File: config.mk
export PLATFORM = sky130hd
export DESIGN_NAME = gcc_peak_search
export DESIGN_NICKNAME = d
export VERILOG_FILES = /design/src/rtl/gcc_peak_search.sv
export SDC_FILE = /design/constraint.sdc
export NUM_CORES = 1
export LEC_CHECK = 0
export ABC_AREA = 1
export BUFFER_PORTS_ARGS = -buffer_cell sky130_fd_sc_hd__buf_2
export CELL_PAD_IN_SITES_DETAIL_PLACEMENT = 0
export CELL_PAD_IN_SITES_GLOBAL_PLACEMENT = 1
export CORE_ASPECT_RATIO = 1.2
export CORE_MARGIN = 4
export CORE_UTILIZATION = 37
export CTS_BUF_LIST = sky130_fd_sc_hd__clkbuf_8
export DETAILED_ROUTE_END_ITERATION = 12
export GPL_TIMING_DRIVEN = 0
export PLACE_DENSITY_LB_ADDON = 0.1
export SLEW_MARGIN = 20
export SYNTH_ARGS = -nofsm -noshare
export SYNTH_HDL_FRONTEND = slang
export SYNTH_SLANG_ARGS = --single-unit
File: constraint.sdc
create_clock -name clk_240M -period 1.9 [get_ports clk_240M]
set_clock_uncertainty 0.1 [all_clocks]
set_input_delay 0.285 -clock clk_240M [delete_from_list [all_inputs] [get_ports clk_240M]]
set_output_delay 0.285 -clock clk_240M [all_outputs]
set_load 0.05 [all_outputs]
File: src/rtl/gcc_peak_search.sv
// -----------------------------------------------------------------------------
// gcc_peak_search
//
// Purpose:
//   Watches the GCC-PHAT cross-correlation stream, one frame of FRAME_LEN lag
//   bins per TDOA estimate. It tracks the largest bin and reports that bin's
//   index, value and signed circular lag. Each report comes with a one-cycle
//   result pulse and a sticky interrupt for the PS, so the PS no longer has to
//   scan BRAM to find the peak.
//
// Ports:
//   clk_240M                in   single clock; all logic on the rising edge
//   rstn                    in   synchronous active-low reset
//   GCC_PHAT_m_axis_tvalid  in   sample valid
//   GCC_PHAT_m_axis_tdata   in   correlation sample, signed, DATA_W bits
//   GCC_PHAT_m_axis_tlast   in   last bin of the frame
//   GCC_PHAT_m_axis_tready  out  1 whenever out of reset (the block never stalls)
//   peak_valid              out  one-cycle pulse; result outputs updated
//   peak_index              out  bin index of the maximum
//   peak_lag                out  signed circular lag of the maximum
//   peak_value              out  maximum sample value
//   frame_err               out  one-cycle pulse; malformed frame dropped
//   peak_irq                out  sticky; set with peak_valid, cleared by peak_ack
//   peak_ack                in   PS acknowledge for peak_irq
//
// Handshake: a beat transfers on any rising edge where tvalid && tready.
// tready is simply rstn, so every beat is taken as soon as reset is released.
//
// Build option:
//   PEAK_LAG_LIMIT_EN  When defined, only bins with |lag| <= MAX_LAG compete
//                      for the maximum. All bins still count toward framing.
//                      MAX_LAG must be less than FRAME_LEN/2.
// -----------------------------------------------------------------------------
module gcc_peak_search #(
   parameter int DATA_W    = 16,
   parameter int FRAME_LEN = 1024,
   parameter int IDX_W     = 10,
   parameter int MAX_LAG   = 64
) (
   input  logic              clk_240M,
   input  logic              rstn,
   input  logic              GCC_PHAT_m_axis_tvalid,
   input  logic [DATA_W-1:0] GCC_PHAT_m_axis_tdata,
   input  logic              GCC_PHAT_m_axis_tlast,
   output logic              GCC_PHAT_m_axis_tready,
   output logic              peak_valid,
   output logic [IDX_W-1:0]  peak_index,
   output logic [IDX_W-1:0]  peak_lag,
   output logic [DATA_W-1:0] peak_value,
   output logic              frame_err,
   output logic              peak_irq,
   input  logic              peak_ack
);

   typedef enum logic {
      ST_SCAN   = 1'b0,
      ST_REPORT = 1'b1
   } state_t;

`ifdef PEAK_LAG_LIMIT_EN
   localparam logic LAG_LIMIT = 1'b1;
`else
   localparam logic LAG_LIMIT = 1'b0;
`endif

   localparam logic [IDX_W-1:0] LAST_BIN  = IDX_W'(FRAME_LEN - 1);
   localparam logic [IDX_W-1:0] POS_LIMIT = IDX_W'(MAX_LAG);
   // Bins at or above this index map to lags in -MAX_LAG..-1.
   localparam logic [IDX_W-1:0] NEG_LIMIT = IDX_W'(FRAME_LEN - MAX_LAG);

   state_t                    state_q, state_d;
   logic [IDX_W-1:0]          cnt_q, cnt_d;
   logic signed [DATA_W-1:0]  max_q, max_d;
   logic [IDX_W-1:0]          max_idx_q, max_idx_d;
   logic [IDX_W-1:0]          peak_index_q, peak_index_d;
   logic [DATA_W-1:0]         peak_value_q, peak_value_d;
   logic                      frame_err_q, frame_err_d;
   logic                      peak_irq_q, peak_irq_d;

   logic                      beat;
   logic                      window_hit;
   logic                      in_window;
   logic                      take;
   logic                      good_frame;
   logic signed [DATA_W-1:0]  sample;
   logic signed [DATA_W-1:0]  cand_val;
   logic [IDX_W-1:0]          cand_idx;

   assign GCC_PHAT_m_axis_tready = rstn;
   assign beat   = GCC_PHAT_m_axis_tvalid & rstn;
   assign sample = $signed(GCC_PHAT_m_axis_tdata);

   // Circular lag window. Positive lags are the low bins. Negative lags are
   // the high bins. The NEG_LIMIT term is skipped when MAX_LAG is 0, because
   // FRAME_LEN - 0 would wrap to index 0.
   assign window_hit = (cnt_q <= POS_LIMIT) ||
                       ((MAX_LAG > 0) && (cnt_q >= NEG_LIMIT));
   assign in_window  = !LAG_LIMIT || window_hit;

   // Bin 0 always reloads the tracker, so nothing from the previous frame
   // carries over. Later bins replace the maximum only when strictly larger,
   // which means the earliest bin wins a tie.
   assign take     = (cnt_q == '0) || (in_window && (sample > max_q));
   assign cand_val = take ? sample : max_q;
   assign cand_idx = take ? cnt_q  : max_idx_q;

   always_comb begin
      state_d      = ST_SCAN;
      cnt_d        = cnt_q;
      max_d        = max_q;
      max_idx_d    = max_idx_q;
      peak_index_d = peak_index_q;
      peak_value_d = peak_value_q;
      frame_err_d  = 1'b0;
      good_frame   = 1'b0;

      // REPORT lasts exactly one cycle. A beat that arrives during REPORT
      // belongs to the next frame and is handled like any other beat.
      if (beat) begin
         max_d     = cand_val;
         max_idx_d = cand_idx;
         if (GCC_PHAT_m_axis_tlast) begin
            cnt_d = '0;
            if (cnt_q == LAST_BIN) begin
               good_frame   = 1'b1;
               state_d      = ST_REPORT;
               peak_index_d = cand_idx;
               peak_value_d = cand_val;
            end else begin
               frame_err_d = 1'b1;
            end
         end else if (cnt_q == LAST_BIN) begin
            // A full frame arrived without tlast: drop it and start over.
            cnt_d       = '0;
            frame_err_d = 1'b1;
         end else begin
            cnt_d = cnt_q + IDX_W'(1);
         end
      end

      // The set terms cover both the edge that enters REPORT and the REPORT
      // cycle itself. An ack that arrives while peak_valid is high therefore
      // does not clear the interrupt; the ack has to come afterwards.
      peak_irq_d = good_frame | (state_q == ST_REPORT) | (peak_irq_q & ~peak_ack);
   end

   always_ff @(posedge clk_240M) begin
      if (!rstn) begin
         state_q      <= ST_SCAN;
         cnt_q        <= '0;
         max_q        <= '0;
         max_idx_q    <= '0;
         peak_index_q <= '0;
         peak_value_q <= '0;
         frame_err_q  <= 1'b0;
         peak_irq_q   <= 1'b0;
      end else begin
         state_q      <= state_d;
         cnt_q        <= cnt_d;
         max_q        <= max_d;
         max_idx_q    <= max_idx_d;
         peak_index_q <= peak_index_d;
         peak_value_q <= peak_value_d;
         frame_err_q  <= frame_err_d;
         peak_irq_q   <= peak_irq_d;
      end
   end

   assign peak_valid = (state_q == ST_REPORT);
   assign peak_index = peak_index_q;
   // For index >= FRAME_LEN/2, index - FRAME_LEN taken modulo 2**IDX_W is the
   // same bit pattern as the index. Read as IDX_W-bit two's complement, the
   // index register already holds the signed lag.
   assign peak_lag   = peak_index_q;
   assign peak_value = peak_value_q;
   assign frame_err  = frame_err_q;
   assign peak_irq   = peak_irq_q;

endmodule
==> impl_results.md, run 1 <==
- Initial DRC Count: 129
- Synth top area cells: dfxtp_1, nand2_1, nand3_1, inv_1, ha_1
- Critical Path AT: 2.37 ns
- MaxCap Viol Count: 0
- Worst-Margin Slew: 0.8218 ns
- ANT cells: 0
- Placed cell areas: 4156 um2
- Main combinational cell family by area after synthesis: simple AND/OR/NAND/NOR gates
- Post-Synth Adder-Cell Area: 0.06469
- Worst Hold Class: in2reg
- Post-CTS Hold Buffers: 0
- Synth async-reset ratio: 0
- Die Ht: 117.2 um
- Worst reg2reg endpoint: max_q[10]
- WP data required: 2.05 ns
- CTS root buf: clkbuf_8
- EDFF count, synth: 0
- Row count: 39
- Crit path setup slack, layout: -0.3202 ns
- Initial antenna violation count: 0
- Port Buf Inserts: 59
- H-Tree Level Count: 3
- Fin. Hold Viols: 0
- PwrDens: 619.6 nW/um2
- I/O pins: 61
- Setup crit start kind: flip-flop
- Horiz. Die Dim: 98.98 um
- Worst slew margin: 0.4521
- Syn Area/Cell: 6.694 um2
- Fin area: 5365 um2
- Hold Path Stages: 3
- Post-Synth XOR/XNOR Area: 0.002383
- Period minus WS final: 2.220 ns
- Number of fill cells in the layout: 917
- Synth Flop Type: dfxtp_1
- Top cell type's share of synthesized area: 0.3541
- First-pass GRT wire length: 17.81 mm
- Simple-Gate Fraction of Synth Area: 0.3551
- Unrepaired setup endpoints after global routing: true
- Pre-antenna DRT Iters: 5
- WL final: 11.28 mm
- Largest net degree at the start of global routing: 11
- HP Start: rstn
- Gr ovfl total: 0
- Static Leak: 2.654 nW
- Run status: complete, but fails checks
- R2R Setup Slk: -0.32 ns
- Hold Crit Endpoint: cnt_q[2]
- Mux share of post-synthesis cell area: 0
- Clk sinks: 65
- TritonCTS clock tree: done
- Post-synthesis compound-gate area fraction: 0.06027
- Most numerous cell in the Yosys netlist: nand2_1
- Yosys top cell by area: dfxtp_1
- Routed Antenna Nets: 0
- Worst R2R Start: max_q[7]
- Final Cycle Share: 1.169
- All-Layer GR Usage: 0.1972
- Vias in the first global route: 3,615
- P&R area growth vs syn: 46.00%
- Fraction of layout cells with a size suffix above 1: 0.4084
- Max clock buf depth: 2
- Dpl hpwl: 7.307 mm
- Max frequency: 450.4 MHz
- Clock Latency Late Sink: 0.35 ns
- Gpl congestion: 0.8010
- DR DRC count: 0
- FF-to-FF path depth: 15
- Reg area: 1324 um2
- Post-synth net total: 589
- Via density: 4.857
- Synth unique cells: 31
- Util after Layout: 0.5581
- Ys Warns: 0
- Final-stage net count: 682
- Via count: 3,725
- Final setup viols: 52
- Core ar.: 9613 um2
- Cells after Synth: 549
- Critical Path Sink Type: flip-flop
- Worst-path fanout max: 5
- Failing checks: setup timing
- Synth top cells by count: nand2_1, inv_1, nand3_1
- Critical path class: reg2reg
- Num CTS Buffers: 9
- Final Slew Violations: 0
- Die area: 11,600 um2
- Maximum VDD drop: 0.4116 mV
- Pre-CTS setup slack: -0.4439 ns
- Area of the multi-input gates: 2524 um2
- Mapped Area: 3675 um2
- Sum Neg Setup Slack: -14.02 ns
- Initial core utilization: 0.3823
- Seq/Total Area, Yosys: 0.3541
- WL/cell: 14.71 um
- Clk pin slew, worst setup/hold paths: 0.07 ns
- Yosys reg bits: 65
## report_power, final
group	leakage, nW	internal, mW	switching [mW]
logic	2.03	0.380	0.497
registers	0.536	1.42	0.0400
clock network	0.0865	0.475	0.514
total	2.65	2.27	1.05
## metrics by stage
step	hold slack, ns	std cells	total power, mW
final	0.1437	767	3.324
after floorplan	0.2793	549	1.808
after global placement	0.3872	731	1.956
after detailed placement	0.4034	731	1.964
after CTS	0.1320	760	3.145
after global routing	0.1501	767	3.502
## layout make-up
cell class	count	area share
multi-input combinational	358	0.4704
sequential	65	0.2467
timing repair buffer	82	0.1059
inverter	92	0.06437
buffer	34	0.05597
tap	123	0.02868
clock buffer	10	0.02565
clock inverter	3	0.002332
## worst max-delay path, cell delays in order, from the launching register on
cell       delay [ns]
dfxtp_2          0.32
inv_1            0.12
ha_4             0.22
a21o_1           0.17
nor2_1           0.11
nand2_1          0.08
nand2_2          0.09
nand2_2          0.05
nand2_2          0.09
nand3_4          0.14
buf_6            0.17
clkbuf_16        0.16
nand3_2          0.08
nand3_2          0.08
nand2_2          0.09
inv_1            0.03
## layer usage
layer	GRT usage	up-vias	wire length, um
li1	-	1894	-
met1	0.2295	1724	4866
met2	0.3539	79	5654
met3	0.04031	28	446
met4	0.08106	0	316
met5	0	-	0
## how the worst max path moves through the flow
stage,from,slack [ns],endpoint,depth (start not counted)
after detailed placement,GCC_PHAT_m_axis_tdata[9],-0.44,peak_value[14],15
after floorplan,max_q[7],-0.02,max_q[3],14
after global routing,max_q[5],-0.43,max_q[10],15
after CTS,max_q[9],-0.28,max_q[7],13
final,max_q[7],-0.32,max_q[10],15
after global placement,GCC_PHAT_m_axis_tdata[9],-0.45,peak_value[14],15
## sequential cells by signal (all words and copies together) (netlist names)
register / flops
peak_irq: 1
max_q: 16
peak_valid: 1
max_idx_q: 10
peak_value: 16
cnt_q: 10
peak_index: 10
frame_err: 1
## layout by cell type, fill, tap and decap left out, types with 12 or more instances in the layout
cell type,synthesis,routed
buf_4,11,25
dfxtp_1,65,51
nand2_1,127,93
nand3_2,1,49
dfxtp_2,0,12
inv_1,90,86
a21oi_1,28,25
nor2_1,63,62
nand2_2,3,21
nand2_4,1,16
nand3_4,0,14
buf_6,11,13
buf_2,3,62
nand3_1,88,26
## cell families (layout without fill, tap and decap cells)
group                      Yosys count  after routing
and+or+nand+nor                    296            296
buffers and inverters              126            221
DFF                                 65             65
AOI/OAI and AO/OA                   42             42
adders and majority gates           19             19
xor gates and xnor gates             1              1
## what timing repair did
item,CTS,global route
setup buffers,15,4
endpoints found under the hold margin,0,0
gates resized for setup,73,109
endpoints found under the setup margin,55,59
gates cloned,1,3
pin swaps,37,53
Power figures use the tool's default switching activity.
==> inputs of run 2 (changes only) <==
--- a/config.mk
+++ b/config.mk
@@ -7,6 +7,7 @@
 export LEC_CHECK = 0
 export ABC_AREA = 1
 export BUFFER_PORTS_ARGS = -buffer_cell sky130_fd_sc_hd__buf_2
+export CAP_MARGIN = 5
 export CELL_PAD_IN_SITES_DETAIL_PLACEMENT = 0
 export CELL_PAD_IN_SITES_GLOBAL_PLACEMENT = 1
 export CORE_ASPECT_RATIO = 1.2
@@ -16,7 +17,9 @@
 export DETAILED_ROUTE_END_ITERATION = 12
 export GPL_TIMING_DRIVEN = 0
 export PLACE_DENSITY_LB_ADDON = 0.1
+export RECOVER_POWER = 50
 export SLEW_MARGIN = 20
 export SYNTH_ARGS = -nofsm -noshare
 export SYNTH_HDL_FRONTEND = slang
 export SYNTH_SLANG_ARGS = --single-unit
+export TNS_END_PERCENT = 10
==> run 2 against run 1 <==
The run still ends with setup timing left. Register-to-register slack gained 0.03 ns. Global-route usage shrank 0.66 points. Non-clock buffer count shrank 4. Critical endpoint is now max_q[0]. Fmax grew 1.2%. Clock-buffer cell count shrank 1. Via count shrank 1.6%. Setup slack gained 0.027 ns. Combinational power shrank 18%. Cell count shrank 0.13%. Highest routed layer unchanged.
==> impl_results.md, run 2 (synthesized netlist as in run 1, its figures left out) <==
- Run status: complete, but fails checks
- Failing checks: setup timing
- Commonest non-fill, non-tap cell in the layout: nand2_1
- Worst slew margin: 0.5293
- Critical Path AT: 2.35 ns
- Busiest grt layer: met2
- All-Layer GR Usage: 0.1906
- TritonCTS clock tree: done
- PwrDens: 742.1 nW/um2
- Fraction of layout cells with a size suffix above 1: 0.2877
- Fin. Hold Viols: 0
- Met2 Use GR: 0.3405
- Clk sinks: 65
- Clock Latency Late Sink: 0.36 ns
- Die Ht: 117.2 um
- Critical Path Sink Type: flip-flop
- Unrepaired setup endpoints after global routing: true
- Sw power: 1.021 mW
- Port Buf Inserts: 59
- Period minus WS final: 2.194 ns
- Placed cell areas: 4156 um2
- MaxCap Viol Count: 0
- Max frequency: 455.9 MHz
- Worst Hold Class: in2reg
- Via density: 4.787
- Clk pin slew, worst setup/hold paths: 0.08 ns
- First-pass GRT wire length: 17.17 mm
- CTS root buf: clkbuf_8
- Max clock buf depth: 2
- Largest net degree at the start of global routing: 12
- Met1 usage: 0.2204
- Switch share: 0.2734
- Worst-Margin Slew: 0.7061 ns
- Sequential power share: 0.388
- P&R area growth vs syn: 36.94%
- Setup crit start kind: flip-flop
- Routed Antenna Nets: 0
- Number of fill cells in the layout: 953
- Core ar.: 9613 um2
- Sum Neg Setup Slack: -13.23 ns
- Final setup viols: 52
- DR DRC count: 0
- Util after Layout: 0.5235
- Vias in the first global route: 3,553
- Met3 Track Usage GR: 0.02667
- Initial core utilization: 0.3823
- Post-CTS Hold Buffers: 0
- Via count: 3,667
- Pre-antenna DRT Iters: 5
- Combinational share of power: 0.192
- Area of the multi-input gates: 2181 um2
- Reg area: 1318 um2
- Pre-CTS setup slack: -0.4564 ns
- H-Tree Level Count: 3
- Internal power: 2.713 mW
- Fin area: 5032 um2
- Num CTS Buffers: 9
- Final-stage net count: 678
- Row count: 39
- Most frequent cells in the layout: nand2_1, inv_1, nor2_1
- Clk pwr share: 0.420
- Initial DRC Count: 83
- Dpl hpwl: 7.335 mm
- Final Cycle Share: 1.155
- Total power draw: 3.735 mW
- Static Leak: 2.520 nW
- Gpl congestion: 0.7948
- WL final: 10.77 mm
- Crit path setup slack, layout: -0.2937 ns
- Die area: 11,600 um2
- Worst-path fanout max: 5
- I/O pins: 61
- Critical path class: reg2reg
- Maximum VDD drop: 0.3645 mV
- ANT cells: 0
- Gr ovfl total: 0
- WP data required: 2.05 ns
- Final Slew Violations: 0
- WL/cell: 14.06 um
- Horiz. Die Dim: 98.98 um
- Initial antenna violation count: 0
==> run 2: cell types whose count changed in the layout (fill, tap and decap cells not counted), moves of 8 or more <==
cell,before,now
nand3_1,26,57
buf_2,62,36
clkbuf_1,7,32
nand3_2,49,26
nand2_1,93,103
nand3_4,14,6
==> run 2: worst max-delay path: stages (launching register included) <==
cell	delay, ns
dfxtp_1	0.34
inv_1	0.06
ha_1	0.28
a21oi_1	0.16
o21ai_1	0.09
a21oi_2	0.15
nand2_1	0.08
nand2_2	0.09
nand3_4	0.15
buf_6	0.17
clkbuf_16	0.16
nand3_2	0.06
nand3_1	0.08
nand2_1	0.09
inv_1	0.03
==> run 2: repair_timing <==
item	in CTS	in global routing
setup buffers	12	5
pin swaps	20	26
resized for setup	71	40
setup endpoints to repair	55	55
gates cloned	2	1
endpoints found under the hold margin	0	0
==> run 2: power groups by stage <==
stage                     clock [mW]  sequential, mW  combinational [mW]
after detailed placement           0            1.47               0.493
after CTS                       1.59            1.45               0.627
after global routing            1.64            1.45               0.795
final                           1.57            1.45               0.718
after global placement             0            1.47               0.486
after floorplan                    0            1.47               0.340
==> run 2: worst paths after layout <==
path                   from  cells after the start        to  slack [ns]
setup reg to reg  max_q[13]                     14  max_q[0]       -0.29
hold reg to reg    cnt_q[1]                      2  cnt_q[1]        0.42
hold / removal         rstn                      3  cnt_q[2]        0.12
setup / recovery  max_q[13]                     14  max_q[0]       -0.29
==> run 2: area by class of cell <==
type                    instances  share of cell area
multi-input cells             358              0.4334
flip-flops and latches         65              0.2618
repair buffers                 79             0.09697
inverters                      92             0.06862
plain buffers                  33             0.05743
well taps                     123             0.03058
clock inverters                 7             0.02660
clock buffers                   9             0.02461
==> run 2: through the flow <==
stage | instances | hold WS, ns
floorplan | 549 | 0.2793
global placement | 731 | 0.3865
detailed placement | 731 | 0.4043
CTS | 760 | 0.1117
global route | 766 | 0.1326
finish | 766 | 0.1198
==> run 2: per-layer routing <==
layer  vias to the layer above  share of wire
met5                         -              0
met4                         0          0.024
met3                        18          0.044
met2                        72           0.49
met1                      1685           0.44
li1                       1892              -
==> inputs of run 3 (changes only) <==
--- a/config.mk
+++ b/config.mk
@@ -18,6 +18,7 @@
 export GPL_TIMING_DRIVEN = 0
 export PLACE_DENSITY_LB_ADDON = 0.1
 export RECOVER_POWER = 50
+export SETUP_SLACK_MARGIN = 0.15
 export SLEW_MARGIN = 20
 export SYNTH_ARGS = -nofsm -noshare
 export SYNTH_HDL_FRONTEND = slang
==> run 3 against run 2 <==
The flow still finishes with violations (setup timing). Total power decreased by 12%. Critical path depth decreased by 5. Fmax increased by 1.9%. Register-to-register slack improved by 0.04 ns. Via count decreased by 0.60%. Routed wire length decreased by 1.8%. Combinational power decreased by 12%. First-iteration DRC count increased by 30%. Clock power decreased by 23%. Sequential cell count unchanged. Sequential power about the same.
==> impl_results.md, run 3 (synthesized netlist as in run 1, its figures left out) <==
- Routed Antenna Nets: 0
- PwrDens: 685.6 nW/um2
- Hold Path Stages: 3
- FF-to-FF path depth: 9
- WP data required: 2.05 ns
- Port Buf Inserts: 59
- Largest delay share family, worst path: simple AND/OR/NAND/NOR gates
- Largest net degree at the start of global routing: 11
- Hold Crit Endpoint: cnt_q[2]
- Commonest non-fill, non-tap cell in the layout: nand2_1
- Initial DRC Count: 108
- Clock Latency Late Sink: 0.35 ns
- Static Leak: 2.424 nW
- Clk sinks: 65
- Reg area: 1323 um2
- Gpl congestion: 0.7937
- Max clock buf depth: 2
- HP Start: rstn
- Num CTS Buffers: 9
- Initial antenna violation count: 0
- Period minus WS final: 2.153 ns
- Met2 Use GR: 0.3221
- Via density: 4.821
- Worst reg2reg endpoint: max_q[8]
- ANT cells: 0
- Worst-path fanout max: 10
- Crit path setup slack, layout: -0.2535 ns
- P&R area growth vs syn: 30.47%
- Most used cell, CP: nand3_1
- First-pass GRT wire length: 17.19 mm
- Util after Layout: 0.4988
- DR DRC count: 0
- Final Slew Violations: 0
- Final setup viols: 52
- Most frequent cells in the layout: nand2_1, inv_1, nand3_1
- Clk pin slew, worst setup/hold paths: 0.08 ns
- Pre-antenna DRT Iters: 4
- Vias in the first global route: 3,512
- R2R Setup Slk: -0.25 ns
- Horiz. Die Dim: 98.98 um
- I/O pins: 61
- Final-stage net count: 669
- H-Tree Level Count: 3
- CTS root buf: clkbuf_8
- Initial core utilization: 0.3823
- Area of the multi-input gates: 2097 um2
- WL final: 10.57 mm
- Met1 usage: 0.2336
- Die Ht: 117.2 um
- Failing checks: setup timing
- Fin. Hold Viols: 0
- MaxCap Viol Count: 0
- Max frequency: 464.4 MHz
- Critical path class: reg2reg
- TritonCTS clock tree: done
- Via count: 3,645
- Maximum VDD drop: 0.3116 mV
- WL/cell: 13.98 um
- Run status: complete, but fails checks
- All-Layer GR Usage: 0.1910
- Number of fill cells in the layout: 983
- Dpl hpwl: 7.269 mm
- Busiest grt layer: met2
- Core ar.: 9613 um2
- Slowest-stage cell, CP: dfxtp_1
- Worst R2R Start: cnt_q[8]
- Worst slew margin: 0.5791
- Sum Neg Setup Slack: -10.14 ns
- Fraction of layout cells with a size suffix above 1: 0.2622
- Gr ovfl total: 0
- Worst Hold Class: in2reg
- Crit path buf inv count: 2
- Row count: 39
- Crit-path max cell delay: 0.41 ns
- Met3 Track Usage GR: 0.03734
- Worst-Margin Slew: 0.6313 ns
- Critical Path AT: 2.31 ns
- Unrepaired setup endpoints after global routing: true
- Final Cycle Share: 1.133
- Critical path, cell by cell: nor2_1 > nand3_1 > nor3_1 > nand3_4 > clkbuf_2 > nand3_1 > nand3_1 > nand2_1 > inv_1
- Setup crit start kind: flip-flop
- Die area: 11,600 um2
- Critical Path Sink Type: flip-flop
[run 3: cell types whose count changed in the layout (fill, tap and decap cells not counted), moves of 3 or more]
cell       change
bufinv_16      -3
inv_2          +4
nand3_4        -4
nand3_2       -17
ha_4           +5
ha_1           -4
nand2_4        -6
inv_1          -4
buf_4          -8
nand2_2        +7
nand3_1       +21
[run 3: repair_timing]
item	4_1_cts	5_1_grt
pin swaps	23	7
setup buffers	8	0
setup endpoints to repair	62	62
gates cloned	2	0
hold endpoints to repair	0	0
resized for setup	73	21
hold buffers	0	0
[run 3: where the power goes]
part	leakage, nW	internal [mW]	switching [mW]	total, mW
clock	0.106	0.662	0.547	1.21
sequential	0.536	1.42	0.0290	1.45
combinational	1.78	0.252	0.382	0.634
[run 3: worst min-delay path: stages]
cell and delay [ns]:
buf_6 0.13, o21ai_2 0.09, nor2_1 0.05
[run 3: metrics by stage]
step | cell area [um2] | hold slack (ns) | instances | power (mW) | setup WS (ns)
detailed placement | 4156 | 0.4053 | 731 | 1.961 | -0.4428
finish | 4795 | 0.1458 | 756 | 3.287 | -0.2535
CTS | 4745 | 0.1383 | 756 | 3.305 | -0.2254
global route | 4795 | 0.1439 | 756 | 3.467 | -0.4157
global placement | 4156 | 0.3866 | 731 | 1.955 | -0.4490
floorplan | 3707 | 0.2793 | 549 | 1.808 | -0.01809
[run 3: worst max path at each step]
stage | from | end | slack [ns] | cells after the start
final | cnt_q[8] | max_q[8] | -0.25 | 9
after global routing | max_q[6] | max_idx_q[5] | -0.42 | 16
after floorplan | max_q[7] | max_q[3] | -0.02 | 14
after detailed placement | cnt_q[1] | peak_value[14] | -0.44 | 11
after CTS | max_q[9] | max_idx_q[8] | -0.23 | 14
after global placement | GCC_PHAT_m_axis_tdata[9] | peak_value[14] | -0.45 | 15
[run 3: layout make-up]
class | instances | area share
Clock inverter | 4 | 0.009134
Timing Repair Buffer | 69 | 0.08142
Buffer | 34 | 0.06054
Inverter | 92 | 0.07202
Sequential cell | 65 | 0.2758
Multi-Input combinational cell | 358 | 0.4374
Clock buffer | 11 | 0.03158
Tap cell | 123 | 0.03210
[run 3: routing by layer]
layer	share of wire	up-vias
met5	0	-
met4	0.024	0
met3	0.047	20
met2	0.48	76
met1	0.45	1679
li1	-	1870
